[config.mk]
export PLATFORM = sky130hd
export DESIGN_NAME = dp_issue_ctrl_flat
export DESIGN_NICKNAME = d
export VERILOG_FILES = /design/src/rtl/dp_ctrl_pkg.sv /design/src/rtl/dp_issue_ctrl_if.sv /design/src/rtl/dp_hazard_scoreboard.sv /design/src/rtl/dp_issue_ctrl.sv /design/src/flat_wrapper.sv
export SDC_FILE = /design/constraint.sdc
export NUM_CORES = 1
export LEC_CHECK = 0
export ABC_AREA = 1
export ABC_CLOCK_PERIOD_IN_PS = 3250
export CAP_MARGIN = 20
export CORE_UTILIZATION = 45
export DETAILED_ROUTE_END_ITERATION = 6
export HOLD_SLACK_MARGIN = 0.03
export PLACE_DENSITY = 0.74
export SLEW_MARGIN = 20
export SYNTH_ARGS = -nofsm -noshare
export SYNTH_HDL_FRONTEND = slang
export SYNTH_SLANG_ARGS = --single-unit
[constraint.sdc]
create_clock -name i_main_clk -period 3.25 [get_ports i_main_clk]
set_input_delay 0.65 -clock i_main_clk [delete_from_list [all_inputs] [get_ports i_main_clk]]
set_output_delay 0.65 -clock i_main_clk [all_outputs]
set_load 0.05 [all_outputs]
[src/rtl/dp_ctrl_pkg.sv]
// ---------------------------------------------------------------------------
// dp_ctrl_pkg
// Shared definitions for the datapath issue controller:
//   - instruction class encodings and field bit positions
//   - HALT alu_sel code
//   - issue FSM state enum
//   - datapath control bundle and the decode helpers that build it
// ---------------------------------------------------------------------------
package dp_ctrl_pkg;

    typedef enum logic [1:0] {
        ClsNop   = 2'b00,
        ClsAlu   = 2'b01,
        ClsLoad  = 2'b10,
        ClsStore = 2'b11
    } instr_cls_e;

    localparam int unsigned ClsMsb  = 31;
    localparam int unsigned ClsLsb  = 30;
    localparam int unsigned AluMsb  = 29;
    localparam int unsigned AluLsb  = 26;
    localparam int unsigned RdMsb   = 25;
    localparam int unsigned RdLsb   = 21;
    localparam int unsigned Rs1Msb  = 20;
    localparam int unsigned Rs1Lsb  = 16;
    localparam int unsigned Rs2Msb  = 15;
    localparam int unsigned Rs2Lsb  = 11;
    localparam int unsigned AddrMsb = 7;
    localparam int unsigned AddrLsb = 0;

    localparam logic [3:0] HaltAluSel = 4'hF;

    typedef enum logic [1:0] {
        StIdle,
        StRun,
        StDrain,
        StDone
    } state_e;

    typedef struct packed {
        logic [4:0] rs1_addr;
        logic [4:0] rs2_addr;
        logic [4:0] rd_addr;
        logic       reg_write_en;
        logic [3:0] alu_sel;
        logic [7:0] mem_addr;
        logic       mem_write_en;
        logic       mem_read_en;
        logic       wb_data_sel;
    } dp_ctrl_t;

    function automatic instr_cls_e get_cls(logic [31:0] w);
        return instr_cls_e'(w[ClsMsb:ClsLsb]);
    endfunction

    function automatic logic is_halt(logic [31:0] w);
        return (get_cls(w) == ClsNop) && (w[AluMsb:AluLsb] == HaltAluSel);
    endfunction

    function automatic logic reads_rs1(logic [31:0] w);
        return get_cls(w) == ClsAlu;
    endfunction

    // STORE reads rs2 as its data source.
    function automatic logic reads_rs2(logic [31:0] w);
        return (get_cls(w) == ClsAlu) || (get_cls(w) == ClsStore);
    endfunction

    function automatic logic writes_rd(logic [31:0] w);
        return (get_cls(w) == ClsAlu) || (get_cls(w) == ClsLoad);
    endfunction

    // NOP (and HALT) decode to an all-zero bubble.
    function automatic dp_ctrl_t decode(logic [31:0] w);
        dp_ctrl_t c;
        c = '0;
        case (get_cls(w))
            ClsAlu: begin
                c.rs1_addr     = w[Rs1Msb:Rs1Lsb];
                c.rs2_addr     = w[Rs2Msb:Rs2Lsb];
                c.rd_addr      = w[RdMsb:RdLsb];
                c.reg_write_en = 1'b1;
                c.alu_sel      = w[AluMsb:AluLsb];
            end
            ClsLoad: begin
                c.rd_addr      = w[RdMsb:RdLsb];
                c.mem_addr     = w[AddrMsb:AddrLsb];
                c.mem_read_en  = 1'b1;
                c.reg_write_en = 1'b1;
                c.wb_data_sel  = 1'b1;
            end
            ClsStore: begin
                c.rs2_addr     = w[Rs2Msb:Rs2Lsb];
                c.mem_addr     = w[AddrMsb:AddrLsb];
                c.mem_write_en = 1'b1;
            end
            default: c = '0;
        endcase
        return c;
    endfunction

endpackage

[src/rtl/dp_issue_ctrl_if.sv]
// ---------------------------------------------------------------------------
// dp_issue_ctrl_if
// Instruction valid/ready handshake into the issue controller.
//   instr_valid : producer has a word on instr_word
//   instr_ready : controller accepts instr_word this cycle
//   instr_word  : 32-bit instruction
// master = instruction source, slave = issue controller.
// ---------------------------------------------------------------------------
interface dp_issue_ctrl_if;
    logic        instr_valid;
    logic        instr_ready;
    logic [31:0] instr_word;

    modport master (
        output instr_valid,
        output instr_word,
        input  instr_ready
    );

    modport slave (
        input  instr_valid,
        input  instr_word,
        output instr_ready
    );
endinterface

[src/rtl/dp_hazard_scoreboard.sv]
// ---------------------------------------------------------------------------
// dp_hazard_scoreboard
// In-flight tracking for the ISS/EX/MEM/WB slots and RAW hazard detection.
//   i_main_clk, i_main_rst : clock, synchronous active-low reset
//   i_advance              : shift the slots by one
//   i_push_*               : entry entering ISS (valid, writes-rd, rd)
//   i_cand_*               : candidate instruction and the sources it reads
//   o_hazard               : candidate source matches a pending write
//   o_busy                 : any slot occupied
//   o_drained              : ISS/EX/MEM empty (only WB may still hold work)
// ---------------------------------------------------------------------------
module dp_hazard_scoreboard #(
    parameter int unsigned SB_DEPTH = 3
) (
    input  logic       i_main_clk,
    input  logic       i_main_rst,
    input  logic       i_advance,
    input  logic       i_push_valid,
    input  logic       i_push_wen,
    input  logic [4:0] i_push_rd,
    input  logic       i_cand_valid,
    input  logic       i_cand_use_rs1,
    input  logic       i_cand_use_rs2,
    input  logic [4:0] i_cand_rs1,
    input  logic [4:0] i_cand_rs2,
    output logic       o_hazard,
    output logic       o_busy,
    output logic       o_drained
);
    localparam int unsigned NumSlots = SB_DEPTH + 1;

    // WB needs only a valid bit: its write commits this cycle, so its rd never stalls.
    logic [NumSlots-1:0] r_valid;
    logic [SB_DEPTH-1:0] r_wen;
    logic [4:0]          r_rd [SB_DEPTH];
    logic                w_hit;

    always_ff @(posedge i_main_clk) begin
        if (!i_main_rst) begin
            r_valid <= '0;
            r_wen   <= '0;
            for (int i = 0; i < SB_DEPTH; i++) begin
                r_rd[i] <= '0;
            end
        end else if (i_advance) begin
            r_valid  <= {r_valid[NumSlots-2:0], i_push_valid};
            r_wen    <= {r_wen[SB_DEPTH-2:0], i_push_wen};
            r_rd[0]  <= i_push_rd;
            for (int i = 1; i < SB_DEPTH; i++) begin
                r_rd[i] <= r_rd[i-1];
            end
        end
    end

    always_comb begin
        w_hit = 1'b0;
        for (int i = 0; i < SB_DEPTH; i++) begin
            if (r_valid[i] && r_wen[i]) begin
                if (i_cand_use_rs1 && (i_cand_rs1 == r_rd[i])) w_hit = 1'b1;
                if (i_cand_use_rs2 && (i_cand_rs2 == r_rd[i])) w_hit = 1'b1;
            end
        end
    end

    assign o_hazard  = i_cand_valid && w_hit;
    assign o_busy    = |r_valid;
    assign o_drained = ~|r_valid[SB_DEPTH-1:0];
endmodule

[src/rtl/dp_issue_ctrl.sv]
// ---------------------------------------------------------------------------
// dp_issue_ctrl
// Instruction issue controller for the 4-stage datapath without forwarding.
//   i_main_clk, i_main_rst : clock, synchronous active-low reset
//   i_start                : pulse, leaves IDLE/DONE and clears counters
//   instr_if               : instruction valid/ready handshake (slave)
//   o_dp_*                 : registered datapath control bundle (ISS slot)
//   o_busy                 : any pipeline slot occupied
//   o_done                 : pipeline drained after HALT
//   o_issue_cnt            : accepted non-HALT instructions (saturating)
//   o_stall_cnt            : hazard-stall cycles in RUN (saturating)
// ---------------------------------------------------------------------------
module dp_issue_ctrl
    import dp_ctrl_pkg::*;
#(
    parameter int unsigned CNT_W    = 16,
    parameter int unsigned SB_DEPTH = 3
) (
    input  logic             i_main_clk,
    input  logic             i_main_rst,
    input  logic             i_start,
    dp_issue_ctrl_if.slave   instr_if,
    output logic [4:0]       o_dp_rs1_addr,
    output logic [4:0]       o_dp_rs2_addr,
    output logic [4:0]       o_dp_rd_addr_wb,
    output logic             o_dp_reg_write_en_wb,
    output logic [3:0]       o_dp_alu_sel,
    output logic [7:0]       o_dp_mem_access_addr,
    output logic             o_dp_mem_write_en,
    output logic             o_dp_mem_read_en,
    output logic             o_dp_wb_data_sel,
    output logic             o_busy,
    output logic             o_done,
    output logic [CNT_W-1:0] o_issue_cnt,
    output logic [CNT_W-1:0] o_stall_cnt
);
    localparam logic [CNT_W-1:0] CntMax = {CNT_W{1'b1}};

    state_e           r_state;
    logic             r_done;
    logic [CNT_W-1:0] r_issue_cnt;
    logic [CNT_W-1:0] r_stall_cnt;
    dp_ctrl_t         r_ctrl;

    logic [31:0] w_word;
    logic        w_hazard;
    logic        w_drained;
    logic        w_ready;
    logic        w_accept;
    logic        w_halt;
    logic        w_advance;
    logic        w_push_wen;

    assign w_word     = instr_if.instr_word;
    assign w_halt     = is_halt(w_word);
    assign w_ready    = (r_state == StRun) && !w_hazard;
    assign w_accept   = instr_if.instr_valid && w_ready;
    assign w_advance  = (r_state != StIdle);
    assign w_push_wen = w_accept && writes_rd(w_word);

    assign instr_if.instr_ready = w_ready;

    // HALT occupies a slot (valid, no write) so DONE waits for it to leave WB.
    dp_hazard_scoreboard #(
        .SB_DEPTH (SB_DEPTH)
    ) u_scoreboard (
        .i_main_clk     (i_main_clk),
        .i_main_rst     (i_main_rst),
        .i_advance      (w_advance),
        .i_push_valid   (w_accept),
        .i_push_wen     (w_push_wen),
        .i_push_rd      (w_word[RdMsb:RdLsb]),
        .i_cand_valid   (instr_if.instr_valid),
        .i_cand_use_rs1 (reads_rs1(w_word)),
        .i_cand_use_rs2 (reads_rs2(w_word)),
        .i_cand_rs1     (w_word[Rs1Msb:Rs1Lsb]),
        .i_cand_rs2     (w_word[Rs2Msb:Rs2Lsb]),
        .o_hazard       (w_hazard),
        .o_busy         (o_busy),
        .o_drained      (w_drained)
    );

    always_ff @(posedge i_main_clk) begin
        if (!i_main_rst) begin
            r_state     <= StIdle;
            r_done      <= 1'b0;
            r_issue_cnt <= '0;
            r_stall_cnt <= '0;
            r_ctrl      <= '0;
        end else begin
            r_ctrl <= (w_accept && !w_halt) ? decode(w_word) : '0;
            unique case (r_state)
                StIdle, StDone: begin
                    if (i_start) begin
                        r_state     <= StRun;
                        r_done      <= 1'b0;
                        r_issue_cnt <= '0;
                        r_stall_cnt <= '0;
                    end
                end
                StRun: begin
                    if (w_accept) begin
                        if (w_halt) begin
                            r_state <= StDrain;
                        end else if (r_issue_cnt != CntMax) begin
                            r_issue_cnt <= r_issue_cnt + 1'b1;
                        end
                    end
                    if (w_hazard && (r_stall_cnt != CntMax)) begin
                        r_stall_cnt <= r_stall_cnt + 1'b1;
                    end
                end
                StDrain: begin
                    // Slots are empty on the same edge the WB occupant retires.
                    if (w_drained) begin
                        r_state <= StDone;
                        r_done  <= 1'b1;
                    end
                end
                default: r_state <= StIdle;
            endcase
        end
    end

    assign o_dp_rs1_addr        = r_ctrl.rs1_addr;
    assign o_dp_rs2_addr        = r_ctrl.rs2_addr;
    assign o_dp_rd_addr_wb      = r_ctrl.rd_addr;
    assign o_dp_reg_write_en_wb = r_ctrl.reg_write_en;
    assign o_dp_alu_sel         = r_ctrl.alu_sel;
    assign o_dp_mem_access_addr = r_ctrl.mem_addr;
    assign o_dp_mem_write_en    = r_ctrl.mem_write_en;
    assign o_dp_mem_read_en     = r_ctrl.mem_read_en;
    assign o_dp_wb_data_sel     = r_ctrl.wb_data_sel;
    assign o_done               = r_done;
    assign o_issue_cnt          = r_issue_cnt;
    assign o_stall_cnt          = r_stall_cnt;
endmodule

[src/flat_wrapper.sv]
// flat-port wrapper written by rule: the top's interface ports become plain ports
module dp_issue_ctrl_flat import dp_ctrl_pkg::*;
#(
    parameter int unsigned CNT_W    = 16,
    parameter int unsigned SB_DEPTH = 3
)
  (i_main_clk, i_main_rst, i_start, o_dp_rs1_addr, o_dp_rs2_addr, o_dp_rd_addr_wb, o_dp_reg_write_en_wb, o_dp_alu_sel, o_dp_mem_access_addr, o_dp_mem_write_en, o_dp_mem_read_en, o_dp_wb_data_sel, o_busy, o_done, o_issue_cnt, o_stall_cnt, instr_if_instr_valid, instr_if_instr_word, instr_if_instr_ready);
  dp_issue_ctrl_if instr_if_i ();
  input  logic i_main_clk;
  input  logic i_main_rst;
  input  logic i_start;
  output logic [4:0] o_dp_rs1_addr;
  output logic [4:0] o_dp_rs2_addr;
  output logic [4:0] o_dp_rd_addr_wb;
  output logic o_dp_reg_write_en_wb;
  output logic [3:0] o_dp_alu_sel;
  output logic [7:0] o_dp_mem_access_addr;
  output logic o_dp_mem_write_en;
  output logic o_dp_mem_read_en;
  output logic o_dp_wb_data_sel;
  output logic o_busy;
  output logic o_done;
  output logic [CNT_W-1:0] o_issue_cnt;
  output logic [CNT_W-1:0] o_stall_cnt;
  input wire logic [$bits(instr_if_i.instr_valid)-1:0] instr_if_instr_valid;
  input wire logic [$bits(instr_if_i.instr_word)-1:0] instr_if_instr_word;
  output wire logic [$bits(instr_if_i.instr_ready)-1:0] instr_if_instr_ready;
  assign instr_if_i.instr_valid = instr_if_instr_valid;
  assign instr_if_i.instr_word = instr_if_instr_word;
  assign instr_if_instr_ready = instr_if_i.instr_ready;
  dp_issue_ctrl #(.CNT_W(CNT_W), .SB_DEPTH(SB_DEPTH)) u_core (.i_main_clk(i_main_clk), .i_main_rst(i_main_rst), .i_start(i_start), .instr_if(instr_if_i), .o_dp_rs1_addr(o_dp_rs1_addr), .o_dp_rs2_addr(o_dp_rs2_addr), .o_dp_rd_addr_wb(o_dp_rd_addr_wb), .o_dp_reg_write_en_wb(o_dp_reg_write_en_wb), .o_dp_alu_sel(o_dp_alu_sel), .o_dp_mem_access_addr(o_dp_mem_access_addr), .o_dp_mem_write_en(o_dp_mem_write_en), .o_dp_mem_read_en(o_dp_mem_read_en), .o_dp_wb_data_sel(o_dp_wb_data_sel), .o_busy(o_busy), .o_done(o_done), .o_issue_cnt(o_issue_cnt), .o_stall_cnt(o_stall_cnt));
endmodule
# Yosys cells after proc, flatten, opt, wreduce, memory -nomap -nowiden

Memories as Yosys holds them, arrays and structs flattened.
Cells that the tools add are included.

Bits in registers: 73
Latch bits: 0
Memory bits (writable): 15
Memory bits (read-only): 0
Input bits: 36
Output and inout bits: 66
Word-level logic and storage cells: 117
Memories kept: 1

Add/subtract/negate cells: 2
Multipliers: 0
Divide/modulo/power cells: 0
Magnitude comparators: 0
Equality and inequality tests: 22
Shift operators: 0
Multiplexer cells: 34
Bitwise gates (word level): 3
Reduce and logical (&&, ||, !) cells: 40

Memories:

| memory                   | words | width | rd ports | clocked after memory_dff | write ports | RTL line                   | source |
|---|---|---|---|---|---|---|---|
| u_core.u_scoreboard.r_rd | 3     | 5     | 3        | 0                        | 3           | dp_hazard_scoreboard.sv:35 | `logic [4:0] r_rd [SB_DEPTH];` |

Operator list:

| operator                                                               | count |
|---|---|
| 16-bit two-way mux                                                     | 5 |
| 16-bit case mux with 2 select lines                                    | 2 |
| 16-bit by 1-bit adder with 16-bit output (second input constant)       | 2 |
| 16-bit != test (second input constant)                                 | 2 |
| 5-bit equality test                                                    | 6 |
| 3-bit AND reduction                                                    | 6 |
| 1-bit two-way mux                                                      | 17 |
| 1-bit logical AND                                                      | 16 |
| 5-bit two-way mux                                                      | 3 |
| 2-bit != test (second input constant)                                  | 6 |
| 2-bit two-way mux                                                      | 5 |
| 2-bit equality test (second input constant)                            | 4 |
| 2-bit OR reduction                                                     | 4 |
| 2-bit case mux with 3 select lines                                     | 1 |
| 2-bit nonzero test                                                     | 3 |
| 5-bit AND reduction                                                    | 1 |
| 2-bit by 1-bit equality test with 1-bit output (second input constant) | 2 |
| 4-bit equality test (second input constant)                            | 1 |
| 2-bit logical NOT                                                      | 2 |
| 4-bit AND reduction                                                    | 1 |
| 4-bit OR reduction                                                     | 1 |
| 1-bit OR                                                               | 3 |
| 3-bit OR reduction                                                     | 1 |
| 1-bit logical NOT                                                      | 2 |
| other kinds (4)                                                        | 5 |

# Depth between registers and ports, before layout

Gate-level depths: netlist of the first run.
An unclocked memory read counts as a cell.

Depth after elaboration: 18
Mapped depth: 14
Gate-level depth less buffers: 13

# Modules after synthesis

From an unflattened synthesis of the first run, not the netlist that was laid out.

Cells, all modules: 686
Area, all modules: 4565.6 um^2

By module, submodules not included:

| module               | instances | cells an instance | area each (um^2) | sequential area each (um^2) |
|---|---|---|---|---|
| dp_issue_ctrl        | 1         | 473               | 3219.3           | 1301.2 |
| dp_hazard_scoreboard | 1         | 213               | 1346.3           | 590.6 |

# Least setup slack after synthesis of the first run

Ideal clock, no wire load.

Path type: input port to output port
Start: in instr_if_instr_word[31]
End: out instr_if_instr_ready
Data arrival time: 1834 ps
Required time: 2600 ps
Path slack: 766 ps
Stages: 10
Buffers on the path: 1
Cell sequence: inv_1 ha_1 nor2_1 inv_1 nand2_1 nand2_1 nand2_1 nand2_4 buf_4 inv_1

Word-level cells in the longest chain between the ends: 14
Elaborated cells on any way between the ends: 21
Classes of those cells: eq/ne: 2; mux: 9; reduce/logical: 10

Ends and longest elaborated chain:

| element                                                                               | RTL line                                               | source |
|---|---|---|
| start: declaration                                                                    | flat_wrapper.sv:26                                     | `input wire logic [$bits(instr_if_i.instr_word)-1:0] instr_if_instr_word;` |
| 2-bit by 1-bit equality test with 1-bit output or 2-bit equality test (tied branches) | dp_ctrl_pkg.sv:61, dp_ctrl_pkg.sv:66                   |  |
| 1-bit logical AND or 1-bit logical OR (tied branches)                                 | dp_hazard_scoreboard.sv:59, dp_ctrl_pkg.sv:66          |  |
| 1-bit two-way mux or 1-bit logical AND (tied branches)                                | dp_hazard_scoreboard.sv:59, dp_hazard_scoreboard.sv:60 |  |
| 1-bit two-way mux                                                                     | dp_hazard_scoreboard.sv:60                             | `if (i_cand_use_rs2 && (i_cand_rs2 == r_rd[i])) w_hit = 1'b1;` |
| 1-bit two-way mux                                                                     | dp_hazard_scoreboard.sv:58                             | `if (r_valid[i] && r_wen[i]) begin` |
| 1-bit two-way mux                                                                     | dp_hazard_scoreboard.sv:59                             | `if (i_cand_use_rs1 && (i_cand_rs1 == r_rd[i])) w_hit = 1'b1;` |
| 1-bit two-way mux                                                                     | dp_hazard_scoreboard.sv:60                             |  |
| 1-bit two-way mux                                                                     | dp_hazard_scoreboard.sv:58                             |  |
| 1-bit two-way mux                                                                     | dp_hazard_scoreboard.sv:59                             |  |
| 1-bit two-way mux                                                                     | dp_hazard_scoreboard.sv:60                             |  |
| 1-bit two-way mux *                                                                   | dp_hazard_scoreboard.sv:58                             |  |
| 1-bit logical AND *                                                                   | dp_hazard_scoreboard.sv:65                             | `assign o_hazard = i_cand_valid && w_hit;` |
| 1-bit logical NOT *                                                                   | dp_issue_ctrl.sv:56                                    | `assign w_ready = (r_state == StRun) && !w_hazard;` |
| 1-bit logical AND *                                                                   | dp_issue_ctrl.sv:56                                    |  |
| end: declaration                                                                      | flat_wrapper.sv:27                                     | `output wire logic [$bits(instr_if_i.instr_ready)-1:0] instr_if_instr_ready;` |

Mark *: on every way between the ends. The rest lies on a longest branch, timed or not.

# Worst setup path in the final report of the first run

Start: in instr_if_instr_word[19]
End: out instr_if_instr_ready

Word-level cells in the longest chain between the ends: 14
Elaborated cells on any way between the ends: 18
Classes of those cells: eq/ne: 3; mux: 9; reduce/logical: 6

Ends and longest elaborated chain:

| element             | RTL line |
|---|---|
| 5-bit equality test | dp_hazard_scoreboard.sv:59 |
| 1-bit logical AND   | dp_hazard_scoreboard.sv:59 |
| 1-bit two-way mux   | dp_hazard_scoreboard.sv:59 |
| 1-bit two-way mux   | dp_hazard_scoreboard.sv:60 |
| 1-bit two-way mux   | dp_hazard_scoreboard.sv:58 |
| 1-bit two-way mux   | dp_hazard_scoreboard.sv:59 |
| 1-bit two-way mux   | dp_hazard_scoreboard.sv:60 |
| 1-bit two-way mux   | dp_hazard_scoreboard.sv:58 |
| 1-bit two-way mux   | dp_hazard_scoreboard.sv:59 |
| 1-bit two-way mux   | dp_hazard_scoreboard.sv:60 |
| 1-bit two-way mux * | dp_hazard_scoreboard.sv:58 |
| 1-bit logical AND * | dp_hazard_scoreboard.sv:65 |
| 1-bit logical NOT * | dp_issue_ctrl.sv:56 |
| 1-bit logical AND * | dp_issue_ctrl.sv:56 |

Marks and branches as above.

==> metrics.csv, run 1 <==
stage,metric,value,unit
place,gp_congestion,0.879,
floorplanning,ioPinCount,102,
clock_tree,cts_max_path_buffers,2,
setup_path,startpoint,instr_if_instr_word[19],
setup_path,crit_fanout,5,
clock_tree,cts_setup_buffers,0,
outcome,status,"finished, final reports clean",
timing,setup-violations-final,0,
floorplanning,initial_core_util,47.2,%
detailed_routing,wire_per_inst,12.3,µm
logic_synthesis,synthCells,642,
logic_synthesis,mappedNetlistNets,688,
timing,min_period,2.97,ns
clock_tree,clk_latency,0.36,ns
final_layout,layout-drive-gt1-share,4.97,%
clock_tree,numCtsBuffers,9,
setup_path,cp-start-kind,primary input,
logic_synthesis,ys_ff_latch,87,
place,io_buffers,98,
place,dp_hpwl,7910,µm
timing,relSlewSlack,46.0,%
floorplanning,die_y,101,µm
place,post-place-ws,0.287,ns
final_layout,seqCellArea,1890,µm²
global_route,antenna_found_initial,0,
floorplanning,core,9420,µm²
clock_tree,h-tree-depth,3,
logic_synthesis,synthAdderAreaFrac,2.82,%
detailed_routing,drc,0,
power,peakVddDrop,435,µV
timing,rsz0062_at_grt,no,
global_route,grt_start_max_net_pins,29,
logic_synthesis,yosysWarnings,0,
logic_synthesis,syn-cell-area,4440,µm²
logic_synthesis,synth_top_family_by_area,simple AND/OR/NAND/NOR gates,
setup_path,r2r-start,u_core.r_state[0],
final_layout,finish.net_count,786,
logic_synthesis,synthXorXnorAreaFrac,4.53,%
final_layout,n_antenna_cell,0,
timing,setup-tns-final,0,ns
setup_path,worstPathArrival,2.32,ns
logic_synthesis,syn_area_per_cell,6.92,µm²
global_route,grt_overflow,0,
power,p_per_area,611,nW/µm²
final_layout,nFillCells,878,
detailed_routing,final_antenna_net_count,0,
global_route,grt_pass1_wl,17900,µm
clock_tree,root_buffer,clkbuf_8,
setup_path,endpoint_kind,output port,
detailed_routing,vias_per_cell,4.87,
timing,max_freq,337,MHz
detailed_routing,wl,10800,µm
global_route,grt_pass1_vias,3928,
setup_path,r2r-end,u_core.o_issue_cnt[15],
timing,maxSlewViolCount,0,
floorplanning,fp-row-count,35,
logic_synthesis,synth_mux_area_share,0,%
floorplanning,die-area,10300,µm²
logic_synthesis,ys_types,35,
setup_path,reg2reg_setup_slack,0.85,ns
setup_path,worstSetupEndpoint,instr_if_instr_ready,
floorplanning,die_w,101,µm
detailed_routing,first_pass_iters,4,
logic_synthesis,yosys.area_share.simple,35.1,%
timing,finalWorstSetupSlack,0.284,ns
timing,finalHoldViolCount,0,
clock_tree,cts_resized,0,
logic_synthesis,seq_area_frac_synth,42.6,%
clock_tree,path_clk_slew,0.08,ns
detailed_routing,drt_iter0_markers,206,
clock_tree,cts_tree,done,
setup_path,cp_data_required_time,2.60,ns
timing,worstMarginPinSlew,0.807,ns
detailed_routing,vias,4255,
power,leakagePower,2.37,nW
setup_path,criticalPathCategory,in2out,
logic_synthesis,synth_compound_area_share,6.56,%
global_route,grt.total_usage,22.0,%
final_layout,area.growth.synth_to_final,29.4,%
timing,finalClockSkew,0.00960,ns
final_layout,multi_input_area,2180,µm²
setup_path,ff2ff_path_depth,8,
hold_path,min_path_type,reg2reg,
clock_tree,cts.sinks,87,
job,maxCapViolations,0,
clock_tree,cts_hold_buf,0,
timing,fin_crit_sh,91.3,%
-- layer usage --
metal | track usage, % | up-vias | routed length (µm)
li1 | - | 2198 | -
met1 | 28.4 | 1931 | 5000
met2 | 37.7 | 120 | 5040
met3 | 4.00 | 6 | 628
met4 | 6.58 | 0 | 87
met5 | 0 | - | 0
-- through the flow --
step,util [%],power (mW),hold slack [ns],std cells,instance area (µm²)
5_1_grt,61.1,3.75,0.508,874,5750
6_report,61.1,3.51,0.479,874,5750
3_3_place_gp,59.0,2.76,0.448,858,5560
3_5_place_dp,59.0,2.79,0.472,858,5560
4_1_cts,61.1,3.53,0.484,874,5750
2_1_floorplan,-,2.41,0.428,642,4440
-- report_power, final --
| part | total [mW] | internal, mW | switching, mW | leakage (nW) |
|---|---|---|---|---|
| Clock | 0.746 | 0.332 | 0.415 | 0.0998 |
| Combinational | 1.42 | 0.417 | 1.01 | 1.52 |
| Sequential | 1.35 | 1.25 | 0.0973 | 0.746 |
-- registers in the layout, summed over array words and instances (netlist names), 4 cells and up --
signal and cells:
u_core.o_dp_alu_sel 4, u_core.o_dp_mem_access_addr 8, u_core.o_dp_rd_addr_wb 5, u_core.o_dp_rs1_addr 5, u_core.o_dp_rs2_addr 5, u_core.o_issue_cnt 16
u_core.o_stall_cnt 16, u_core.u_scoreboard.r_rd 15, u_core.u_scoreboard.r_valid 4
-- final cells by class --
type,instances,share of cell area (%)
clock buffers,11,2.66
clock inverters,5,0.653
inverters,76,4.96
multi-input cells,461,37.9
flip-flops and latches,87,32.9
well taps,129,2.81
repair buffers,105,18.2
-- worst min path at each step --
stage	from	endpoint	slack (ns)	cells past startpoint
final	u_core.u_scoreboard.r_wen[0]	u_core.u_scoreboard.r_wen[0]	0.48	2
after floorplan	u_core.u_scoreboard.r_wen[2]	u_core.u_scoreboard.r_wen[2]	0.43	2
after detailed placement	u_core.u_scoreboard.r_wen[0]	u_core.u_scoreboard.r_wen[0]	0.47	2
after global routing	u_core.u_scoreboard.r_wen[0]	u_core.u_scoreboard.r_wen[0]	0.51	2
after global placement	u_core.u_scoreboard.r_wen[2]	u_core.u_scoreboard.r_wen[2]	0.45	2
after CTS	u_core.u_scoreboard.r_wen[0]	u_core.u_scoreboard.r_wen[0]	0.48	2
-- cell usage after synthesis --
| cell | instances | area, µm² |
|---|---|---|
| buf_2 | 3 | 15.0 |
| dfxtp_1 | 72 | 1440 |
| clkbuf_1 | 11 | 41.3 |
| nand2_1 | 170 | 638 |
| xor2_1 | 18 | 158 |
| nor4_1 | 2 | 12.5 |
| inv_1 | 74 | 278 |
| ha_1 | 10 | 125 |
| a21boi_0 | 1 | 7.51 |
| o21bai_1 | 3 | 22.5 |
| nand3_1 | 55 | 275 |
| xnor2_1 | 5 | 43.8 |
| inv_2 | 2 | 7.51 |
| nor2_2 | 1 | 6.26 |
| nor3b_1 | 1 | 7.51 |
| nor3_4 | 2 | 32.5 |
| nor3_2 | 1 | 10.0 |
| edfxtp_1 | 15 | 450 |
| o21ai_0 | 6 | 30.0 |
| a21oi_1 | 35 | 175 |
| nor3_1 | 10 | 50.1 |
| nand2_2 | 4 | 25.0 |
| or2_2 | 1 | 6.26 |
| nand4_1 | 3 | 18.8 |
| nand2_4 | 1 | 11.3 |
| buf_4 | 3 | 22.5 |
| nor2_1 | 124 | 465 |
| o22ai_1 | 2 | 12.5 |
| a211oi_1 | 1 | 7.51 |
| a31oi_1 | 1 | 6.26 |
| o21ai_2 | 1 | 8.76 |
| o21ai_1 | 1 | 5.00 |
| o31ai_1 | 1 | 7.51 |
| a21oi_2 | 1 | 8.76 |
| buf_6 | 1 | 11.3 |
-- cells in the final DEF (no fill, tap or decap), drive strengths merged --
cell / n
a211oi: 1
a21boi: 1
a21oi: 36
a31oi: 1
buf: 8
clkbuf: 11
clkdlybuf4s50: 97
clkinv: 2
dfxtp: 72
edfxtp: 15
ha: 10
inv: 79
nand2: 175
nand3: 55
nand4: 3
nor2: 125
nor3: 13
nor3b: 1
nor4: 2
o21ai: 8
o21bai: 3
o22ai: 2
o31ai: 1
or2: 1
xnor2: 5
xor2: 18
-- logic make-up (layout without fill, tap and decap cells) --
group                      count (synthesis)  after routing
xor gates and xnor gates                  23             23
buffers and inverters                     94            197
and+or+nand+nor                          375            375
adders and majority gates                 10             10
AOI/OAI and AO/OA                         53             53
DFF                                       87             87
-- critical path, stage by stage --
cell and delay (ns):
clkdlybuf4s50_1 0.55, inv_1 0.10, nand2_1 0.06, nand2_1 0.05, nor2_1 0.13, nand3_1 0.09, nand3_1 0.10, nand2_1 0.06
nand2_1 0.09, nand2_1 0.11, nand2_4 0.08, inv_1 0.07, buf_12 0.15
Note: power is estimated with default switching activity, not from simulation.
==> run 2, diff against run 1 <==
Settings changed: CAP_MARGIN 20 to 15.
==> results of run 2 <==
The final DEF is identical to that of run 1; final timing and power are the same.
==> run 3, diff against run 2 <==
Settings changed: CORE_UTILIZATION 45 to 50, PLACE_DENSITY 0.74 to 0.81.
==> metrics.csv, run 3 (synthesis results as in run 1) <==
stage,metric,value,unit,change
place,io_buffers,98,,unchanged
timing,worstMarginPinSlew,0.712,ns,-0.0951 ns
clock_tree,cts_setup_buffers,0,,unchanged
job,maxCapViolations,0,,unchanged
place,gp_congestion,0.902,,+2.6%
clock_tree,h-tree-depth,3,,unchanged
setup_path,cp-start-kind,primary input,,
power,power.share.switching,42.8,%,-0.36 points
clock_tree,cts_max_path_buffers,2,,unchanged
global_route,antenna_found_initial,0,,unchanged
setup_path,criticalPathCategory,in2out,,
final_layout,n_antenna_cell,0,,unchanged
outcome,status,"finished, final reports clean",,
global_route,grt_overflow,0,,unchanged
timing,relSlewSlack,52.5,%,+6.5 points
clock_tree,path_clk_slew,0.08,ns,about the same
power,leakagePower,2.37,nW,about the same
detailed_routing,vias_per_cell,5.06,,+4.0%
detailed_routing,drt_iter0_markers,176,,-15%
setup_path,endpoint_kind,output port,,
floorplanning,die-area,9270,µm²,-9.8%
timing,rsz0062_at_grt,no,,
hold_path,min_path_type,reg2reg,,
global_route,grt_start_max_net_pins,29,,unchanged
clock_tree,numCtsBuffers,9,,unchanged
clock_tree,cts.sinks,87,,unchanged
final_layout,area.growth.synth_to_final,29.0,%,
global_route,grt.total_usage,24.0,%,+2.0 points
detailed_routing,wl,10500,µm,-2.0%
floorplanning,ioPinCount,102,,unchanged
final_layout,layout-drive-gt1-share,5.09,%,+0.12 points
final_layout,layout_commonest_cell,nand2_1,,
timing,setup-violations-final,0,,unchanged
power,seq_power_share,38.3,%,about the same
power,combinationalPowerShare,41.2,%,+0.7 points
detailed_routing,drc,0,,unchanged
floorplanning,fp-row-count,34,,-2.9%
timing,max_freq,335,MHz,-0.54%
floorplanning,core,8680,µm²,-7.8%
setup_path,cp_data_required_time,2.60,ns,about the same
power,intPower,2.00,mW,+0.36%
timing,maxSlewViolCount,0,,unchanged
setup_path,worstPathArrival,2.33,ns,about the same
power,p_per_area,611,nW/µm²,about the same
floorplanning,die_w,96.3,µm,-5.0%
final_layout,layout_common_cells,"170 x nand2_1, 124 x nor2_1, 97 x clkdlybuf4s50_1, 74 x inv_1, 72 x dfxtp_1",,
setup_path,crit_fanout,4,,-1
power,clock_power_share,20.4,%,-0.8 points
power,fin_total_pwr,3.50,mW,-0.28%
global_route,grt_pass1_vias,4077,,+3.8%
timing,fin_crit_sh,91.8,%,+0.50 points
timing,min_period,2.98,ns,+0.0161 ns
clock_tree,cts_tree,done,,
global_route,grt_pass1_wl,17500,µm,-2.2%
clock_tree,clk_latency,0.35,ns,about the same
floorplanning,die_y,96.3,µm,-5.0%
clock_tree,root_buffer,clkbuf_8,,
power,peakVddDrop,388,µV,-11%
detailed_routing,first_pass_iters,5,,+1
detailed_routing,final_antenna_net_count,0,,unchanged
floorplanning,initial_core_util,51.2,%,+4.0 points
final_layout,finish.net_count,788,,+0.25%
clock_tree,cts_resized,0,,unchanged
detailed_routing,wire_per_inst,12.3,µm,+0.22%
place,dp_hpwl,7740,µm,-2.2%
timing,setup-tns-final,0,ns,unchanged
detailed_routing,vias,4330,,+1.8%
timing,finalHoldViolCount,0,,unchanged
timing,finalClockSkew,0.0170,ns,+0.00744 ns
final_layout,nFillCells,799,,-9.0%
power,net-switching-power,1.50,mW,-1.1%
clock_tree,cts_hold_buf,0,,unchanged
-- run 3: cell types whose count changed in the layout (fill, tap and decap cells not counted), sizes merged --
cell      before  now
buf            8   10
clkbuf        11   12
clkinv         2    3
clkinvlp       0    1
inv           79   76
-- run 3: metrics by stage --
stage | util, % | hold WS, ns | instances | instance area [µm²] | setup WS (ns)
after detailed placement | 63.9 | 0.458 | 839 | 5550 | 0.291
after CTS | 66.1 | 0.478 | 855 | 5730 | 0.285
final | 66.1 | 0.478 | 855 | 5730 | 0.268
after floorplan | - | 0.428 | 642 | 4440 | 0.766
after global routing | 66.1 | 0.502 | 855 | 5730 | 0.123
after global placement | 63.9 | 0.448 | 839 | 5550 | 0.326
-- run 3: layer usage --
metal	vias to the layer above	global-route usage [%]	wire length, µm
li1	2208	-	-
met1	1951	29.8	4770
met2	152	41.8	4970
met3	19	4.74	627
met4	0	7.46	180
met5	-	0	0
-- run 3: final timing paths --
kind              cells after the start                      endpoint                    startpoint  slack, ns
setup / recovery                     13          instr_if_instr_ready       instr_if_instr_word[16]       0.27
hold / removal                        2  u_core.u_scoreboard.r_wen[2]  u_core.u_scoreboard.r_wen[2]       0.48
setup reg to reg                      9         u_core.o_issue_cnt[1]             u_core.r_state[0]       0.87
hold reg to reg                       2  u_core.u_scoreboard.r_wen[2]  u_core.u_scoreboard.r_wen[2]       0.48
-- run 3: area by class of cell --
type	count	area, µm²	area share [%]
Sequential cell	87	1890	33.0
Clock inverter	4	30.0	0.524
Timing Repair Buffer	107	1060	18.5
Inverter	76	285	4.97
Multi-Input combinational cell	461	2180	38.0
Tap cell	108	135	2.36
Clock buffer	12	156	2.73
-- run 3: power by group through the flow --
stage / combinational (mW) / clock, mW / sequential [mW]
2_1_floorplan: 0.948 / 0 / 1.46
3_3_place_gp: 1.40 / 0 / 1.36
3_5_place_dp: 1.43 / 0 / 1.37
4_1_cts: 1.44 / 0.729 / 1.34
5_1_grt: 1.59 / 0.777 / 1.36
6_report: 1.44 / 0.716 / 1.34
-- run 3: critical path, stage by stage --
cell	delay, ns
clkdlybuf4s50_1	0.55
inv_1	0.13
nand2_1	0.07
o21ai_0	0.07
nor2_1	0.10
nand3_1	0.09
nand3_1	0.10
nand2_1	0.06
nand2_1	0.10
nand2_1	0.11
nand2_4	0.07
inv_1	0.08
buf_12	0.15
